<file path="src/rtl/reflet_periph_arbiter_pkg.sv">
// ---------------------------------------------------------------------------
// reflet_periph_arbiter_pkg
// Shared types for the two-requester peripheral bus arbiter:
//   state_e     - arbiter FSM state encoding
//   req_idx_t   - requester index (0 = CPU, 1 = secondary master)
//   burst_cnt_w - width of the burst counter for a given max_burst
// ---------------------------------------------------------------------------
package reflet_periph_arbiter_pkg;

    typedef enum logic [1:0] {
        ST_IDLE   = 2'd0,
        ST_ACCESS = 2'd1,
        ST_RESP   = 2'd2
    } state_e;

    localparam int REQ_IDX_W = 1;
    typedef logic [REQ_IDX_W-1:0] req_idx_t;

    // Counter must hold 0..max_burst inclusive.
    function automatic int burst_cnt_w(input int max_burst);
        return (max_burst < 1) ? 1 : $clog2(max_burst + 1);
    endfunction

endpackage

</file>
<file path="src/rtl/reflet_periph_arbiter_if.sv">
// ---------------------------------------------------------------------------
// Bus bundles used by reflet_periph_arbiter.
//   reflet_req_if  - one requester: req/addr/wdata/write_en in, rdata/ack out.
//                    master = requester side, slave = arbiter side.
//   reflet_pbus_if - peripheral bus: enable/addr/data_out/write_en toward the
//                    peripherals, data_in back. master = arbiter side.
// ---------------------------------------------------------------------------
interface reflet_req_if #(
    parameter int wordsize       = 16,
    parameter int base_addr_size = 16
);
    logic                      req;
    logic [base_addr_size-1:0] addr;
    logic [wordsize-1:0]       wdata;
    logic                      write_en;
    logic [wordsize-1:0]       rdata;
    logic                      ack;

    modport master (output req, addr, wdata, write_en, input rdata, ack);
    modport slave  (input req, addr, wdata, write_en, output rdata, ack);
endinterface

interface reflet_pbus_if #(
    parameter int wordsize       = 16,
    parameter int base_addr_size = 16
);
    logic                      enable;
    logic [base_addr_size-1:0] addr;
    logic [wordsize-1:0]       data_out;
    logic                      write_en;
    logic [wordsize-1:0]       data_in;

    modport master (output enable, addr, data_out, write_en, input data_in);
    modport slave  (input enable, addr, data_out, write_en, output data_in);
endinterface

</file>
<file path="src/rtl/reflet_periph_arbiter_rr_pick.sv">
// ---------------------------------------------------------------------------
// reflet_rr_pick
// Combinational winner selection for the two-requester arbiter.
//   i_req0/i_req1 - live requests
//   i_last        - requester granted most recently
//   i_owner       - current bus owner
//   i_burst_cnt   - consecutive grants already given to i_last
//   o_grant       - at least one request present
//   o_winner      - requester to grant
// ---------------------------------------------------------------------------
module reflet_rr_pick
    import reflet_periph_arbiter_pkg::*;
#(
    parameter int max_burst = 4,
    parameter int CNT_W     = burst_cnt_w(max_burst)
) (
    input  logic             i_req0,
    input  logic             i_req1,
    input  req_idx_t         i_last,
    input  req_idx_t         i_owner,
    input  logic [CNT_W-1:0] i_burst_cnt,
    output logic             o_grant,
    output req_idx_t         o_winner
);

    logic w_keep;

    always_comb begin
        // The burst limit only matters on a tie; a lone requester always wins.
        // After reset owner != last, so the first tie goes to ~last (req 0).
        w_keep   = (i_burst_cnt < CNT_W'(max_burst)) && (i_last == i_owner);
        o_grant  = i_req0 | i_req1;
        o_winner = '0;
        if (i_req0 && i_req1) begin
            o_winner = w_keep ? i_last : ~i_last;
        end else if (i_req1) begin
            o_winner = 1'b1;
        end
    end

endmodule

</file>
<file path="src/rtl/reflet_periph_arbiter.sv">
// ---------------------------------------------------------------------------
// reflet_periph_arbiter
// Shares the peripheral bus between requester 0 (CPU) and requester 1
// (secondary master). Round-robin with a bounded burst; each transaction is
// IDLE (arbitrate) -> ACCESS (bus enabled) -> RESP (ack pulse).
//   clk, reset - clock, synchronous active-high reset
//   i_m0, i_m1 - requester ports (reflet_req_if.slave)
//   o_bus      - peripheral bus (reflet_pbus_if.master); data_in is
//                combinationally valid while enable is high
// ---------------------------------------------------------------------------
module reflet_periph_arbiter
    import reflet_periph_arbiter_pkg::*;
#(
    parameter int wordsize       = 16,
    parameter int base_addr_size = 16,
    parameter int max_burst      = 4
) (
    input  logic          clk,
    input  logic          reset,
    reflet_req_if.slave   i_m0,
    reflet_req_if.slave   i_m1,
    reflet_pbus_if.master o_bus
);

    localparam int CNT_W = burst_cnt_w(max_burst);

    state_e                    r_state, w_state_nxt;
    req_idx_t                  r_owner, w_owner_nxt;
    req_idx_t                  r_last, w_last_nxt;
    req_idx_t                  w_winner;
    logic [CNT_W-1:0]          r_burst_cnt, w_burst_nxt;
    logic [wordsize-1:0]       r_m0_rdata, r_m1_rdata;
    logic                      w_grant;
    logic                      w_access;
    logic [base_addr_size-1:0] w_addr;
    logic [wordsize-1:0]       w_dout;
    logic                      w_we;

    reflet_rr_pick #(
        .max_burst (max_burst),
        .CNT_W     (CNT_W)
    ) u_pick (
        .i_req0      (i_m0.req),
        .i_req1      (i_m1.req),
        .i_last      (r_last),
        .i_owner     (r_owner),
        .i_burst_cnt (r_burst_cnt),
        .o_grant     (w_grant),
        .o_winner    (w_winner)
    );

    always_ff @(posedge clk) begin
        if (reset) begin
            r_state     <= ST_IDLE;
            r_owner     <= '0;
            r_last      <= '1;
            r_burst_cnt <= '0;
            r_m0_rdata  <= '0;
            r_m1_rdata  <= '0;
        end else begin
            r_state     <= w_state_nxt;
            r_owner     <= w_owner_nxt;
            r_last      <= w_last_nxt;
            r_burst_cnt <= w_burst_nxt;
            // Read data is sampled at the end of the single ACCESS cycle.
            if (w_access && !w_we) begin
                if (r_owner == '0) r_m0_rdata <= o_bus.data_in;
                else               r_m1_rdata <= o_bus.data_in;
            end
        end
    end

    always_comb begin
        w_state_nxt = r_state;
        w_owner_nxt = r_owner;
        w_last_nxt  = r_last;
        w_burst_nxt = r_burst_cnt;
        case (r_state)
            ST_IDLE: begin
                if (w_grant) begin
                    w_state_nxt = ST_ACCESS;
                    w_owner_nxt = w_winner;
                    w_last_nxt  = w_winner;
                    if (w_winner != r_last)
                        w_burst_nxt = CNT_W'(1);
                    else if (r_burst_cnt < CNT_W'(max_burst))
                        w_burst_nxt = r_burst_cnt + CNT_W'(1);
                end else begin
                    w_burst_nxt = '0;
                end
            end
            ST_ACCESS: w_state_nxt = ST_RESP;
            ST_RESP:   w_state_nxt = ST_IDLE;
            default:   w_state_nxt = ST_IDLE;
        endcase
    end

    // Bus is driven only in ACCESS; every other cycle it reads as all zero.
    assign w_access = (r_state == ST_ACCESS);

    always_comb begin
        w_addr = '0;
        w_dout = '0;
        w_we   = 1'b0;
        if (w_access) begin
            if (r_owner == '0) begin
                w_addr = i_m0.addr;
                w_dout = i_m0.wdata;
                w_we   = i_m0.write_en;
            end else begin
                w_addr = i_m1.addr;
                w_dout = i_m1.wdata;
                w_we   = i_m1.write_en;
            end
        end
    end

    assign o_bus.enable   = w_access;
    assign o_bus.addr     = w_addr;
    assign o_bus.data_out = w_dout;
    assign o_bus.write_en = w_we;

    assign i_m0.ack   = (r_state == ST_RESP) && (r_owner == '0);
    assign i_m1.ack   = (r_state == ST_RESP) && (r_owner != '0);
    assign i_m0.rdata = r_m0_rdata;
    assign i_m1.rdata = r_m1_rdata;

endmodule

</file>
<file path="src/flat_wrapper.sv">
// flat-port wrapper written by rule: the top's interface ports become plain ports
module reflet_periph_arbiter_flat import reflet_periph_arbiter_pkg::*;
#(
    parameter int wordsize       = 16,
    parameter int base_addr_size = 16,
    parameter int max_burst      = 4
)
  (clk, reset, i_m0_req, i_m0_addr, i_m0_wdata, i_m0_write_en, i_m0_rdata, i_m0_ack, i_m1_req, i_m1_addr, i_m1_wdata, i_m1_write_en, i_m1_rdata, i_m1_ack, o_bus_enable, o_bus_addr, o_bus_data_out, o_bus_write_en, o_bus_data_in);
  reflet_req_if #(.wordsize(wordsize), .base_addr_size(base_addr_size)) i_m0_i ();
  reflet_req_if #(.wordsize(wordsize), .base_addr_size(base_addr_size)) i_m1_i ();
  reflet_pbus_if #(.wordsize(wordsize), .base_addr_size(base_addr_size)) o_bus_i ();
  input  logic clk;
  input  logic reset;
  input wire logic [$bits(i_m0_i.req)-1:0] i_m0_req;
  input wire logic [$bits(i_m0_i.addr)-1:0] i_m0_addr;
  input wire logic [$bits(i_m0_i.wdata)-1:0] i_m0_wdata;
  input wire logic [$bits(i_m0_i.write_en)-1:0] i_m0_write_en;
  output wire logic [$bits(i_m0_i.rdata)-1:0] i_m0_rdata;
  output wire logic [$bits(i_m0_i.ack)-1:0] i_m0_ack;
  input wire logic [$bits(i_m1_i.req)-1:0] i_m1_req;
  input wire logic [$bits(i_m1_i.addr)-1:0] i_m1_addr;
  input wire logic [$bits(i_m1_i.wdata)-1:0] i_m1_wdata;
  input wire logic [$bits(i_m1_i.write_en)-1:0] i_m1_write_en;
  output wire logic [$bits(i_m1_i.rdata)-1:0] i_m1_rdata;
  output wire logic [$bits(i_m1_i.ack)-1:0] i_m1_ack;
  output wire logic [$bits(o_bus_i.enable)-1:0] o_bus_enable;
  output wire logic [$bits(o_bus_i.addr)-1:0] o_bus_addr;
  output wire logic [$bits(o_bus_i.data_out)-1:0] o_bus_data_out;
  output wire logic [$bits(o_bus_i.write_en)-1:0] o_bus_write_en;
  input wire logic [$bits(o_bus_i.data_in)-1:0] o_bus_data_in;
  assign i_m0_i.req = i_m0_req;
  assign i_m0_i.addr = i_m0_addr;
  assign i_m0_i.wdata = i_m0_wdata;
  assign i_m0_i.write_en = i_m0_write_en;
  assign i_m0_rdata = i_m0_i.rdata;
  assign i_m0_ack = i_m0_i.ack;
  assign i_m1_i.req = i_m1_req;
  assign i_m1_i.addr = i_m1_addr;
  assign i_m1_i.wdata = i_m1_wdata;
  assign i_m1_i.write_en = i_m1_write_en;
  assign i_m1_rdata = i_m1_i.rdata;
  assign i_m1_ack = i_m1_i.ack;
  assign o_bus_enable = o_bus_i.enable;
  assign o_bus_addr = o_bus_i.addr;
  assign o_bus_data_out = o_bus_i.data_out;
  assign o_bus_write_en = o_bus_i.write_en;
  assign o_bus_i.data_in = o_bus_data_in;
  reflet_periph_arbiter #(.wordsize(wordsize), .base_addr_size(base_addr_size), .max_burst(max_burst)) u_core (.clk(clk), .reset(reset), .i_m0(i_m0_i), .i_m1(i_m1_i), .o_bus(o_bus_i));
endmodule
</file>
<file path="config.mk">
export PLATFORM = sky130hd
export DESIGN_NAME = reflet_periph_arbiter_flat
export DESIGN_NICKNAME = d
export VERILOG_FILES = /design/src/rtl/reflet_periph_arbiter_pkg.sv /design/src/rtl/reflet_periph_arbiter_if.sv /design/src/rtl/reflet_periph_arbiter_rr_pick.sv /design/src/rtl/reflet_periph_arbiter.sv /design/src/flat_wrapper.sv
export SDC_FILE = /design/constraint.sdc
export NUM_CORES = 1
export LEC_CHECK = 0
export CAP_MARGIN = 20
export CORE_ASPECT_RATIO = 0.5
export CORE_MARGIN = 4
export CORE_UTILIZATION = 35
export CTS_BUF_LIST = sky130_fd_sc_hd__clkbuf_2
export DETAILED_ROUTE_END_ITERATION = 8
export PLACE_DENSITY_LB_ADDON = 0.05
export SYNTH_ARGS = -nofsm -noshare
export SYNTH_HDL_FRONTEND = slang
export SYNTH_SLANG_ARGS = --single-unit
</file>
<file path="constraint.sdc">
create_clock -name clk -period 3.2 [get_ports clk]
set_input_delay 0.48 -clock clk [delete_from_list [all_inputs] [get_ports clk]]
set_output_delay 0.48 -clock clk [all_outputs]
set_load 0.01 [all_outputs]
</file>
==> After elaboration in Yosys (flattened, before gate mapping) <==
Cells that the tools add are included.
{ "classes": {"add_sub_neg": 1, "multipliers": 0, "div_mod_pow": 0, "order_cmp": 1, "eq_ne": 6, "shift": 0, "muxes": 14, "bitwise": 3, "reduce_logical": 11} }
{ "ops": {"columns": ["op", "n"], "rows": [
  ["16-bit 2-to-1 mux", 4],
  ["3-bit 2-to-1 mux", 3],
  ["2-bit AND reduction", 4],
  ["1-bit logical AND", 5],
  ["1-bit 2-to-1 mux", 5],
  ["2-bit case mux with 2 select lines", 1],
  ["3-bit by 1-bit adder with 3-bit output (second input constant)", 1],
  ["3-bit < comparator (second input constant)", 1],
  ["3-bit by 1-bit inequality test with 1-bit output (second input constant)", 1],
  ["2-bit by 1-bit == test with 1-bit output (second input constant)", 1],
  ["2-bit == test (second input constant)", 1],
  ["2-bit logical NOT", 1],
  ["2-bit 2-to-1 mux", 1],
  ["2-bit inequality test (second input constant)", 1],
  ["1-bit NOT", 2],
  ["1-bit == test", 1],
  ["1-bit logical NOT", 1],
  ["1-bit inequality test", 1],
  ["1-bit OR", 1]
]} }
{ "totals": {"reg_bits": 39, "latchBits": 0, "ram_bits": 0, "romBits": 0, "input_bits": 86, "out_inout_bits": 68, "wordCells": 42, "memories": 0} }

==> Depth between registers and ports, before layout <==
{ "logic_depth": {"word_depth": 7, "ltp_mapped": 7} }

==> Cells and area by module <==
From an unflattened synthesis, not the netlist that was laid out.
{ "unflattened": {"hier_cells": 259, "area_unflattened_um2": 2018.2} }
{ "by_module_without_submodules": {"columns": ["module", "n_inst", "cells_each", "area_per_inst_um2", "seq_area_each_um2"], "rows": [
  ["reflet_periph_arbiter", 1, 254, 1989.4, 780.7],
  ["reflet_rr_pick", 1, 5, 28.8, 0.0]
]} }

==> Worst setup path before layout <==
Ideal clock, no wire load.
{ "synth_timing": {"path_type": "register to output", "from": "register u_core.r_owner", "to": "output o_bus_data_out[10]", "arrival_ps": 1117, "required_time_ps": 2720, "setup_slack_ps": 1603, "stages_incl_launch_ff": 6, "path_buffers": 3, "cell_sequence": "dfxtp_1 > buf_6 > buf_4 > buf_2 > mux2i_1 > nor2_1"} }
{ "synth_between": {"elab_chain_cells": 2} }
{ "synth_lines": {"columns": ["item", "line", "rtl"], "rows": [
  ["start: declaration", "reflet_periph_arbiter.sv:28", "req_idx_t r_owner, w_owner_nxt;"],
  ["start signal: assignment", "reflet_periph_arbiter.sv:62", "r_owner <= w_owner_nxt;"],
  ["16-bit 2-to-1 mux", "reflet_periph_arbiter.sv:106", "if (r_owner == '0) begin"],
  ["16-bit 2-to-1 mux", "reflet_periph_arbiter.sv:105", "if (w_access) begin"],
  ["end: declaration", "flat_wrapper.sv:28", "output wire logic [$bits(o_bus_i.data_out)-1:0] o_bus_data_out;"]
]} }
Every way passes these cells.

==> Final worst setup path <==
{ "layout_timing": {"from": "register u_core.r_owner", "to": "output o_bus_data_out[5]"} }
The elaborated chain is that of the path after synthesis.

==> metrics.md <==
| Metric | Value |
|---|---|
| Max transition margin | `51.6%` |
| Final nets | `499` |
| CP Depth | `4` |
| 1st-pass router iterations | `4` |
| Sw frac | `29.3%` |
| Largest net degree at the start of global routing | `40` |
| Crit path capture | `o_bus_data_out[5]` |
| Post-CTS sizing | `0` |
| Number of global-route vias before repair | `2382` |
| PD cells | `299 mW/mm²` |
| Initial antenna violation count | `0` |
| Die width | `roughly 120 µm` |
| Worst endpoint required time | `between 2000 and 3000 ps` |
| Internal Power | `0.771 mW` |
| Register bit total from synthesis | `39` |
| Crit share post-route | `89.8%` |
| Leakage | `1.28 nW` |
| Final ANT Viol Nets | `0` |
| Filler cells | `between 400 and 500` |
| Clock tree sinks | `39` |
| Total number of vias | `2381` |
| First-pass GRT wire length | `11.6 mm` |
| Max Slew Vio Count | `0` |
| Reg-to-reg endpoint | `u_core.i_m1.rdata[1]` |
| P&R area growth vs syn | `75.9%` |
| Syn_nets | `356` |
| Min-Delay Path Class | `reg -> reg` |
| Setup violations, final | `0` |
| Minimum hold slack | `466 ps` |
| I/O pins | `~150` |
| Clk slew on worst S/H paths | `200 ps` |
| Reg2reg start | `u_core.r_owner` |
| Slew @ Worst Pin | `~730 ps` |
| CP peak stage delay | `850 ps` |
| Starting density of the core | `37.0%` |
| Critical Path, Cell by Cell | `buf_4, mux2i_1, nor2_1, clkdlybuf4s50_1` |
| Reg2reg path depth | `4` |
| Die area | `0.00730 mm²` |
| H-tree depth | `2` |
| TNS Setup | `0 ps` |
| YS warnings | `0` |
| Row count | `19` |
| Hold Fails Final Rpt | `0` |
| Worst reg-to-reg setup slack | `1080 ps` |
| Netlist cell types | `34` |
| Post-Route WL | `around 7.3 mm` |
| Achievable Freq | `about 350 MHz` |
| Iter 0 DRT Violations | `127` |
| Vias per cell | `between 4 and 5` |
| Fin crit period | `2870 ps` |
| I/O Buffers | `about 150` |
| Clock Power Share | `19.8%` |
| CP bufs+invs | `2` |
| Longest Clk Path Bufs | `2` |
| Drc violations | `0` |
| CTS buffer count | `5` |
| Global route total overflow | `0` |
| Clock skew | `~27 ps` |
| CP Class | `reg -> out` |
| Slowest-stage cell, CP | `dfxtp_2` |
| Postcts setup bufs | `0` |
| Startpoint types | `flip-flop` |
| Post-CTS Hold Buffers | `0` |
| Outcome | `finished, final reports clean` |
| Core Region | `0.00561 mm²` |
| Mapped Area | `0.00208 mm²` |
| Sequential fraction of design power | `between 40 and 50%` |
| Clk_lat worst skew | `390 ps` |
| Synthesized instance count | `269` |
| Area occupied by multi-input gates | `0.00116 mm²` |
| Diode count | `0` |
| RSZ-0062 raised after global routing | `false` |
| Seq/Total Area, Yosys | `a little under two fifths` |
| Top delay family on crit path | `flip-flops` |
| Comb pwr share | `about a third` |
| Post-DP HPWL | `5.82 mm` |
| Peak supply drop | `137 µV` |
| Critical path origin | `u_core.r_owner` |
| Crit-path max FO | `28` |
| Max_cap viols | `0` |
| CP arrival | `2390 ps` |
| Avg Cell Area, Syn | `7.72 µm²` |
| CTS tree | `built` |
| P_sw | `0.320 mW` |
| WL per Instance | `15.1 µm` |
| Sequential cell area | `782 µm²` |
| CP endpoint kind | `output port` |
| Layout cell share with drive strength beyond 1 | `3.87%` |
| Die height | `62.5 µm` |
| GPL Wtd Cong | `0.792` |
| Total track usage | `between 10% and 20%` |
| Clock Root Buffer | `clkbuf_2` |
[worst min-delay path, stage by stage, from the launching register on]
cell,delay (ps)
dfxtp_1,350
nand2_1,50
a21oi_1,50
[stage by stage]
stage	area (µm²)	setup WS, ps	std cells	total power [mW]	utilization [%]
floorplan	2080	1600	269	0.680	-
global placement	3610	875	478	0.879	64.3
detailed placement	3610	791	478	0.887	64.3
CTS	3650	306	486	1.10	65.1
global route	3650	175	486	1.16	65.1
finish	3650	326	486	1.09	65.1
[flip-flops by register name, indices dropped and copies added, names as in the netlist]
name,count
u_core.r_owner,1
u_core.r_burst_cnt,3
u_core.i_m0.rdata,16
u_core.i_m1.rdata,16
u_core.r_last,1
u_core.r_state,2
[layout make-up]
type	instances	share of cell area, %
timing repair buffer	157	42.8
sequential	39	21.4
tap	73	2.50
multi-input combinational	205	31.7
clock buffer	6	0.822
clock inverter	2	0.343
inverter	4	0.411
[cell usage in the layout (no fill, tap or decap), drive strengths merged]
cell           instances
and3b                  1
inv                    4
ha                     1
clkinv                 1
a21oi                 36
dfxtp                 39
nor3b                  2
clkdlybuf4s50        153
o311ai                 1
nor3                   2
mux2i                 33
buf                    4
nand2                 68
clkbuf                 6
or3                    1
nand2b                 2
o31ai                  1
a32oi                  1
o2111ai                2
or4b                   1
nand4b                 1
o21ai                  3
nor2                  40
a221o                  1
clkinvlp               1
nand3b                 2
o21bai                 1
and2                   1
nand4bb                1
o211a                  1
a211oi                 2
[metal layers]
layer	GRT usage, %	routed length [µm]
met5	0	0
met4	6.29	170
met3	7.54	735
met2	35.9	3660
met1	20.8	2760
[worst min path at each step]
stage          depth (start not counted)                   from  slack (ps)                    end
5_1_grt                                2   u_core.i_m1.rdata[6]         490   u_core.i_m1.rdata[6]
4_1_cts                                2  u_core.i_m0.rdata[15]         470  u_core.i_m0.rdata[15]
2_1_floorplan                          2  u_core.r_burst_cnt[1]         440  u_core.r_burst_cnt[1]
6_report                               2  u_core.i_m0.rdata[15]         470  u_core.i_m0.rdata[15]
3_5_place_dp                           2   u_core.i_m1.rdata[6]         450   u_core.i_m1.rdata[6]
3_3_place_gp                           2   u_core.i_m1.rdata[9]         440   u_core.i_m1.rdata[9]
[synthesized netlist by cell type]
cell type   n  share of area (%)
nor2_1     40                7.2
nand4b_1    1               0.42
and3b_1     1               0.42
o21ai_0     3               0.72
o2111ai_1   2               0.84
o311ai_0    1               0.42
ha_1        1               0.60
a221o_1     1               0.48
nand3b_2    1               0.54
nand2b_1    2               0.60
clkbuf_2    1               0.24
buf_6       3                1.6
o211a_1     1               0.48
clkbuf_1    8                1.4
nor3b_4     1               0.90
nor3_4      1               0.78
o21bai_1    1               0.36
or4b_1      1               0.48
nor3b_1     1               0.36
a211oi_1    2               0.72
and2_1      1               0.30
mux2i_1    33                 16
a32oi_1     1               0.42
inv_1       4               0.72
nand3b_1    1               0.36
nand4bb_1   1               0.54
buf_2       6                1.4
nor3_1      1               0.24
buf_4       3                1.1
nand2_1    68                 12
o31ai_1     1               0.36
or3_1       1               0.30
dfxtp_1    39                 38
a21oi_1    36                8.7
[cells by family (layout without fill, tap and decap cells)]
kind of cell / Yosys count / in the layout / synth area share [%]
multiplexers: 33 / 33 / 15.9
AND/OR/NAND/NOR: 122 / 122 / 25.8
buffers and inverters: 25 / 169 / 6.57
flip-flops: 39 / 39 / 37.6
adder cells (fa/ha/maj): 1 / 1 / 0.603
AO/OA/AOI/OAI: 49 / 49 / 13.5
[power by group through the flow]
| stage | clock (mW) | combinational, mW | sequential, mW |
|---|---|---|---|
| after floorplan | 0 | 0.155 | 0.525 |
| after global placement | 0 | 0.346 | 0.533 |
| after detailed placement | 0 | 0.352 | 0.534 |
| after CTS | 0.224 | 0.354 | 0.525 |
| after global routing | 0.249 | 0.379 | 0.528 |
| final | 0.216 | 0.350 | 0.525 |
(Power assumes the default switching activity.)
